==> src/rtl/muldiv_iter_unit_if.sv <==
// Issue/result bus between the control unit and the iterative HI/LO mul/div unit.
interface muldiv_iter_unit_if #(
    parameter int unsigned WIDTH = 32
);
    logic             start;
    logic [2:0]       op;
    logic [WIDTH-1:0] DA;
    logic [WIDTH-1:0] DB;
    logic             busy;
    logic             done;
    logic [WIDTH-1:0] HI;
    logic [WIDTH-1:0] LO;

    // Control unit side: issues ops, observes busy/done and the HI/LO registers.
    modport master (
        output start, op, DA, DB,
        input  busy, done, HI, LO
    );

    // Execution unit side.
    modport slave (
        input  start, op, DA, DB,
        output busy, done, HI, LO
    );
endinterface

==> src/rtl/muldiv_iter_unit.sv <==
// Iterative radix-2 multiply/divide unit owning the HI/LO registers.
// One shift-add / restoring shift-subtract step per cycle on unsigned magnitudes,
// with the signs applied in a single FIXUP cycle. Latency is fixed at 33 edges.
module muldiv_iter_unit #(
    parameter int unsigned WIDTH = 32
) (
    input  logic                clk,
    input  logic                rst,
    muldiv_iter_unit_if.slave   bus
);
    localparam int unsigned CNT_W = (WIDTH > 1) ? $clog2(WIDTH) : 1;
    localparam int unsigned ACC_W = 2 * WIDTH;

    localparam logic [2:0] OP_MULT  = 3'b000;
    localparam logic [2:0] OP_MULTU = 3'b001;
    localparam logic [2:0] OP_DIV   = 3'b010;
    localparam logic [2:0] OP_DIVU  = 3'b011;
    localparam logic [2:0] OP_MTHI  = 3'b100;
    localparam logic [2:0] OP_MTLO  = 3'b101;

    localparam logic [CNT_W-1:0] LAST_STEP = CNT_W'(WIDTH - 1);

    typedef enum logic [1:0] {
        ST_IDLE  = 2'd0,
        ST_CALC  = 2'd1,
        ST_FIXUP = 2'd2
    } state_t;

    state_t             state_q, state_d;
    logic [CNT_W-1:0]   cnt_q, cnt_d;
    logic [ACC_W-1:0]   acc_q, acc_d;
    logic [WIDTH-1:0]   opnd_q, opnd_d;
    logic               is_div_q, is_div_d;
    logic               div0_q, div0_d;
    logic               neg_res_q, neg_res_d;
    logic               neg_rem_q, neg_rem_d;
    logic [WIDTH-1:0]   hi_q, hi_d;
    logic [WIDTH-1:0]   lo_q, lo_d;
    logic               busy_q, busy_d;
    logic               done_q, done_d;

    logic               op_signed;
    logic               a_neg;
    logic               b_neg;
    logic [WIDTH-1:0]   a_mag;
    logic [WIDTH-1:0]   b_mag;

    logic [WIDTH:0]     mul_sum;
    logic [ACC_W-1:0]   mul_step;
    logic [WIDTH:0]     rem_sh;
    logic [WIDTH:0]     div_diff;
    logic               div_ok;
    logic [ACC_W-1:0]   div_step;

    logic [ACC_W-1:0]   prod_fix;
    logic [WIDTH-1:0]   quo_fix;
    logic [WIDTH-1:0]   rem_fix;
    logic [WIDTH-1:0]   dvd_fix;

    assign bus.busy = busy_q;
    assign bus.done = done_q;
    assign bus.HI   = hi_q;
    assign bus.LO   = lo_q;

    // Operand magnitudes and sign flags captured when an op is issued.
    always_comb begin
        op_signed = (bus.op == OP_MULT) || (bus.op == OP_DIV);
        a_neg     = op_signed && bus.DA[WIDTH-1];
        b_neg     = op_signed && bus.DB[WIDTH-1];
        a_mag     = a_neg ? (~bus.DA + WIDTH'(1)) : bus.DA;
        b_mag     = b_neg ? (~bus.DB + WIDTH'(1)) : bus.DB;
    end

    // One iteration of each datapath; acc low half holds the multiplier / dividend-quotient.
    always_comb begin
        mul_sum  = {1'b0, acc_q[ACC_W-1:WIDTH]} + {1'b0, (acc_q[0] ? opnd_q : WIDTH'(0))};
        mul_step = {mul_sum, acc_q[WIDTH-1:1]};

        rem_sh   = acc_q[ACC_W-1:WIDTH-1];
        div_diff = rem_sh - {1'b0, opnd_q};
        div_ok   = ~div_diff[WIDTH];
        div_step = {(div_ok ? div_diff[WIDTH-1:0] : rem_sh[WIDTH-1:0]),
                    acc_q[WIDTH-2:0], div_ok};
    end

    // Sign correction of the finished magnitudes.
    always_comb begin
        prod_fix = neg_res_q ? (~acc_q + ACC_W'(1)) : acc_q;
        quo_fix  = neg_res_q ? (~acc_q[WIDTH-1:0] + WIDTH'(1)) : acc_q[WIDTH-1:0];
        rem_fix  = neg_rem_q ? (~acc_q[ACC_W-1:WIDTH] + WIDTH'(1)) : acc_q[ACC_W-1:WIDTH];
        dvd_fix  = neg_rem_q ? (~acc_q[WIDTH-1:0] + WIDTH'(1)) : acc_q[WIDTH-1:0];
    end

    // Next-state and next-output logic.
    always_comb begin
        state_d   = state_q;
        cnt_d     = cnt_q;
        acc_d     = acc_q;
        opnd_d    = opnd_q;
        is_div_d  = is_div_q;
        div0_d    = div0_q;
        neg_res_d = neg_res_q;
        neg_rem_d = neg_rem_q;
        hi_d      = hi_q;
        lo_d      = lo_q;
        busy_d    = busy_q;
        done_d    = 1'b0;

        case (state_q)
            ST_IDLE: begin
                if (bus.start) begin
                    case (bus.op)
                        OP_MULT, OP_MULTU, OP_DIV, OP_DIVU: begin
                            is_div_d  = bus.op[1];
                            div0_d    = bus.op[1] && (bus.DB == WIDTH'(0));
                            neg_res_d = a_neg ^ b_neg;
                            neg_rem_d = a_neg;
                            opnd_d    = bus.op[1] ? b_mag : a_mag;
                            acc_d     = {WIDTH'(0), (bus.op[1] ? a_mag : b_mag)};
                            cnt_d     = CNT_W'(0);
                            state_d   = ST_CALC;
                            busy_d    = 1'b1;
                        end
                        OP_MTHI: hi_d = bus.DA;
                        OP_MTLO: lo_d = bus.DA;
                        default: ;
                    endcase
                end
            end

            ST_CALC: begin
                // Divide by zero keeps the dividend untouched but still spends the full count.
                if (!div0_q) begin
                    acc_d = is_div_q ? div_step : mul_step;
                end
                cnt_d = cnt_q + CNT_W'(1);
                if (cnt_q == LAST_STEP) begin
                    state_d = ST_FIXUP;
                end
            end

            ST_FIXUP: begin
                if (is_div_q) begin
                    if (div0_q) begin
                        hi_d = dvd_fix;
                        lo_d = '1;
                    end else begin
                        hi_d = rem_fix;
                        lo_d = quo_fix;
                    end
                end else begin
                    hi_d = prod_fix[ACC_W-1:WIDTH];
                    lo_d = prod_fix[WIDTH-1:0];
                end
                state_d = ST_IDLE;
                busy_d  = 1'b0;
                done_d  = 1'b1;
            end

            default: begin
                state_d = ST_IDLE;
                busy_d  = 1'b0;
            end
        endcase
    end

    // State, datapath and output registers.
    always_ff @(posedge clk or posedge rst) begin
        if (rst) begin
            state_q   <= ST_IDLE;
            cnt_q     <= '0;
            acc_q     <= '0;
            opnd_q    <= '0;
            is_div_q  <= 1'b0;
            div0_q    <= 1'b0;
            neg_res_q <= 1'b0;
            neg_rem_q <= 1'b0;
            hi_q      <= '0;
            lo_q      <= '0;
            busy_q    <= 1'b0;
            done_q    <= 1'b0;
        end else begin
            state_q   <= state_d;
            cnt_q     <= cnt_d;
            acc_q     <= acc_d;
            opnd_q    <= opnd_d;
            is_div_q  <= is_div_d;
            div0_q    <= div0_d;
            neg_res_q <= neg_res_d;
            neg_rem_q <= neg_rem_d;
            hi_q      <= hi_d;
            lo_q      <= lo_d;
            busy_q    <= busy_d;
            done_q    <= done_d;
        end
    end
endmodule

==> src/flat_wrapper.sv <==
// flat-port wrapper written by rule: the top's interface ports become plain ports
module muldiv_iter_unit_flat 
#(
    parameter int unsigned WIDTH = 32
)
  (clk, rst, bus_start, bus_op, bus_DA, bus_DB, bus_busy, bus_done, bus_HI, bus_LO);
  muldiv_iter_unit_if #(.WIDTH(WIDTH)) bus_i ();
  input  logic clk;
  input  logic rst;
  input wire logic [$bits(bus_i.start)-1:0] bus_start;
  input wire logic [$bits(bus_i.op)-1:0] bus_op;
  input wire logic [$bits(bus_i.DA)-1:0] bus_DA;
  input wire logic [$bits(bus_i.DB)-1:0] bus_DB;
  output wire logic [$bits(bus_i.busy)-1:0] bus_busy;
  output wire logic [$bits(bus_i.done)-1:0] bus_done;
  output wire logic [$bits(bus_i.HI)-1:0] bus_HI;
  output wire logic [$bits(bus_i.LO)-1:0] bus_LO;
  assign bus_i.start = bus_start;
  assign bus_i.op = bus_op;
  assign bus_i.DA = bus_DA;
  assign bus_i.DB = bus_DB;
  assign bus_busy = bus_i.busy;
  assign bus_done = bus_i.done;
  assign bus_HI = bus_i.HI;
  assign bus_LO = bus_i.LO;
  muldiv_iter_unit #(.WIDTH(WIDTH)) u_core (.clk(clk), .rst(rst), .bus(bus_i));
endmodule
==> config.mk <==
export PLATFORM = sky130hd
export DESIGN_NAME = muldiv_iter_unit_flat
export DESIGN_NICKNAME = d
export VERILOG_FILES = /design/src/rtl/muldiv_iter_unit_if.sv /design/src/rtl/muldiv_iter_unit.sv /design/src/flat_wrapper.sv
export SDC_FILE = /design/constraint.sdc
export NUM_CORES = 1
export LEC_CHECK = 0
export BUFFER_PORTS_ARGS = -buffer_cell sky130_fd_sc_hd__buf_2
export CELL_PAD_IN_SITES_DETAIL_PLACEMENT = 1
export CELL_PAD_IN_SITES_GLOBAL_PLACEMENT = 2
export CORE_MARGIN = 4
export CORE_UTILIZATION = 33
export DETAILED_ROUTE_END_ITERATION = 10
export GPL_ROUTABILITY_DRIVEN = 0
export PLACE_DENSITY = 0.87
export SLEW_MARGIN = 20
export SYNTH_ARGS = -nofsm -noshare
export SYNTH_HDL_FRONTEND = slang
export SYNTH_SLANG_ARGS = --single-unit
==> constraint.sdc <==
create_clock -name clk -period 5.2 [get_ports clk]
set_clock_uncertainty 0.15 [all_clocks]
set_input_delay 0.78 -clock clk [delete_from_list [all_inputs] [get_ports clk]]
set_output_delay 0.78 -clock clk [all_outputs]
set_load 0.01 [all_outputs]
==> flow_metrics.tcl <==
set metrics [dict create \
    outcome "finished clean" \
    grtUsageMet1_pct 36.2 \
    cts_buffers 17 \
    core_um2 48000 \
    seq_area_frac_synth_pct 26.8 \
    ys_seq_elements 173 \
    hold_viol_final 0 \
    r2r-start "u_core.acc_q[31]" \
    viasPerCell 6.05 \
    post_cts_buffers 0 \
    syn_avg_cell_area_um2 7.52 \
    placed_area_um2 17300 \
    io_pins 136 \
    grt_use_met2_pct 39.0 \
    setup_viol 0 \
    syn-cell-area_um2 16100 \
    die_x_um 229 \
    tns_ns 0 \
    first_iter_violations 1676 \
    start_util_pct 33.6 \
    async_flop_share_pct 100 \
    wl_per_cell_um 24.3 \
    required_ns 5.41 \
    clock_latency_ns 0.47 \
    crit_chain "inv_1 > ha_1 > fa_1 > nor2b_1 > o2111ai_1 > a31oi_1 > o211ai_1 > a21oi_1 > o21ai_1 > o211ai_1 > buf_12 > mux2_2 > a21oi_1 > nor2_1" \
    cts.clk_slew.worst_paths_ns 0.08 \
    clock_path_buffers 2 \
    rsz0062_at_grt "false" \
    cts_hold_buffers 0 \
    end_kind "register" \
    area_growth_pct 10.6 \
    p_leak_nw 7.50 \
    firstDrtPassIters 5 \
    synth_top_flop_cell "dfrtp_1" \
    power_density_nw_per_um2 609 \
    die-area_um2 52500 \
    n_antenna_cell 0 \
    rrSetupSlack_ns 1.04 \
    antenna_left 0 \
    tightest_slew_ns 1.11 \
    startpoint_type "register" \
    max_freq_ghz 0.240 \
    vias 16900 \
    fin_crit_ns 4.16 \
    post-route-period-util_pct 80.1 \
    synth-xor-area-share_pct 12.3 \
    track_usage_pct 25.3 \
    cts-root-buf "clkbuf_16" \
    hold_ws_ns 0.306 \
    path_max_fanout 60 \
    grt_max_degree 118 \
    slew_violations 0 \
    fin_area_um2 17900 \
    busiest_layer "met2" \
    netlist_instances 2147 \
    yosys_warnings 0 \
    grt_overflow 0 \
    hpwlAfterDp_mm 51.7 \
    rows 80 \
    syn-num-nets 2289 \
    antenna_found_initial 0 \
    synth_top_family_by_area "compound AO/OA/AOI/OAI gates" \
    synth-edff-count 0 \
    timing.rr.end "u_core.acc_q[51]" \
    maxSlewHeadroom_pct 25.6 \
    cpPeakStageDelay_ns 0.42 \
    worstSetupPathType "register to register" \
    hp-class "input port to asynchronous set/reset pin" \
    synth_compound_area_share_pct 25.9 \
    synthMuxAreaShare_pct 3.46 \
    clkSinkCount 173 \
    ys_types 79 \
    drive_gt1_share_pct 11.0 \
    port_buffers 135 \
    drv_cap 0 \
    htree_levels 4 \
    grt_pass1_wl_mm 105 \
    cts_resized 0 \
    grt_pass1_vias 17000 \
    fin_nets 2308 \
    cp_data_arrival_time_ns 4.37 \
    use_met3_pct 4.61 \
    cts_tree "yes" \
    synth-simple-area-share_pct 20.6 \
    drc 0 \
    synth_adder_area_share_pct 5.67 \
    crit_slowest_cell "dfrtp_1" \
    die_h_um 229 \
    r2r_cells 14 \
    vdd_ir_drop_max_v 0.000388 \
    routed_wirelength_mm 67.9 \
    crit_buf_inv 2 \
    cp_top_family "compound AO/OA/AOI/OAI gates" \
]
==> synthesized netlist by cell type, types with 6 or more instances <==
master	number	area, um2
nand2_1	282	1060
nor2_1	205	769
a21oi_1	185	926
o21ai_0	176	881
dfrtp_1	173	4330
clkbuf_1	141	529
xor2_1	119	1040
xnor2_1	107	937
ha_1	70	876
inv_1	54	203
mux2i_1	49	490
o21ai_1	48	240
a21o_1	37	278
nor3_1	37	185
nand3_1	34	170
a32oi_1	32	280
a211oi_1	25	188
o211ai_1	25	188
a22oi_1	24	180
or3_1	24	150
nand2b_1	22	138
o31ai_1	22	165
a31oi_1	20	125
buf_1	19	71.3
or4_1	15	113
and3_1	14	87.6
nor2b_1	14	87.6
nor4_1	14	87.6
and2_1	12	75.1
nand4_1	10	62.6
a221o_1	8	80.1
o21a_1	8	60.1
o41ai_1	8	70.1
buf_2	7	35.0
nor3b_1	7	52.6
a221oi_1	6	52.6
o221ai_1	6	52.6
==> worst max path at each step <==
stage	start	endpoint	slack, ns	cells past startpoint
floorplan	u_core.acc_q[0]	u_core.acc_q[62]	1.76	14
global placement	bus_DB[12]	u_core.opnd_q[30]	1.19	11
detailed placement	bus_DB[10]	u_core.opnd_q[30]	1.09	11
CTS	u_core.acc_q[0]	u_core.acc_q[62]	1.10	14
global route	u_core.acc_q[0]	u_core.acc_q[62]	0.73	14
finish	u_core.acc_q[31]	u_core.acc_q[51]	1.04	14
==> state kept, by name, summed over array words and instances, names as in the netlist, 2 cells and up <==
name	cells
u_core.bus.LO	32
u_core.opnd_q	32
u_core.state_q	2
u_core.acc_q	64
u_core.bus.HI	32
u_core.cnt_q	5
==> tightest hold or removal path, stage by stage <==
cell,delay [ns]
buf_2,0.11
clkinvlp_4,0.08
buf_12,0.43
==> report_power, final <==
| group | switching (W) | leakage (nW) | internal, W |
|---|---|---|---|
| combinational | 0.00393 | 5.13 | 0.00269 |
| sequential | 0.00106 | 2.09 | 0.00181 |
| clock | 0.000655 | 0.284 | 0.000720 |
| total | 0.00565 | 7.50 | 0.00523 |
==> placed cells by master (no fill, tap or decap), types with 37 or more instances in the layout <==
master   synthesis  final
nor2_1         205    202
ha_1            70     70
dfrtp_1        173    169
a21oi_1        185    185
o21ai_1         48     46
mux2i_1         49     49
xnor2_1        107    107
xor2_1         119    119
inv_1           54     53
o21ai_0        176    176
buf_2            7    135
nand2_1        282    281
a21o_1          37     37
==> area by class of cell <==
type | instances | area (um2)
clock buffer | 18 | 429
tap | 615 | 769
inverter | 56 | 214
clock inverter | 14 | 158
fill | 5906 | 30200
sequential | 173 | 4340
multi-input combinational | 1750 | 11000
timing repair buffer | 168 | 948
==> cell families (layout without fill, tap and decap cells) <==
group           Yosys count  after routing
xor+xnor                226            226
flops                   173            173
buf+inv                 224            256
simple gates            721            721
compound gates          677            677
fa+ha+maj                72             72
mux                      54             54
==> per-stage QoR <==
| step | util [%] | setup slack, ns | total power, W | std cells |
|---|---|---|---|---|
| detailed placement | 36.0 | 1.09 | 0.00937 | 2762 |
| CTS | 37.2 | 1.10 | 0.0108 | 2794 |
| global route | 37.2 | 0.731 | 0.0117 | 2794 |
| global placement | 36.0 | 1.19 | 0.00912 | 2762 |
| finish | 37.2 | 1.04 | 0.0109 | 2794 |
| floorplan | - | 1.76 | 0.00732 | 2147 |
==> routing by layer <==
metal / share of wire [%] / routed length [um]
met1: 45 / 30900
met5: 0 / 0
met3: 7.7 / 5200
met2: 44 / 30100
met4: 2.6 / 1750
No activity file was read; power rests on OpenSTA's default activity.
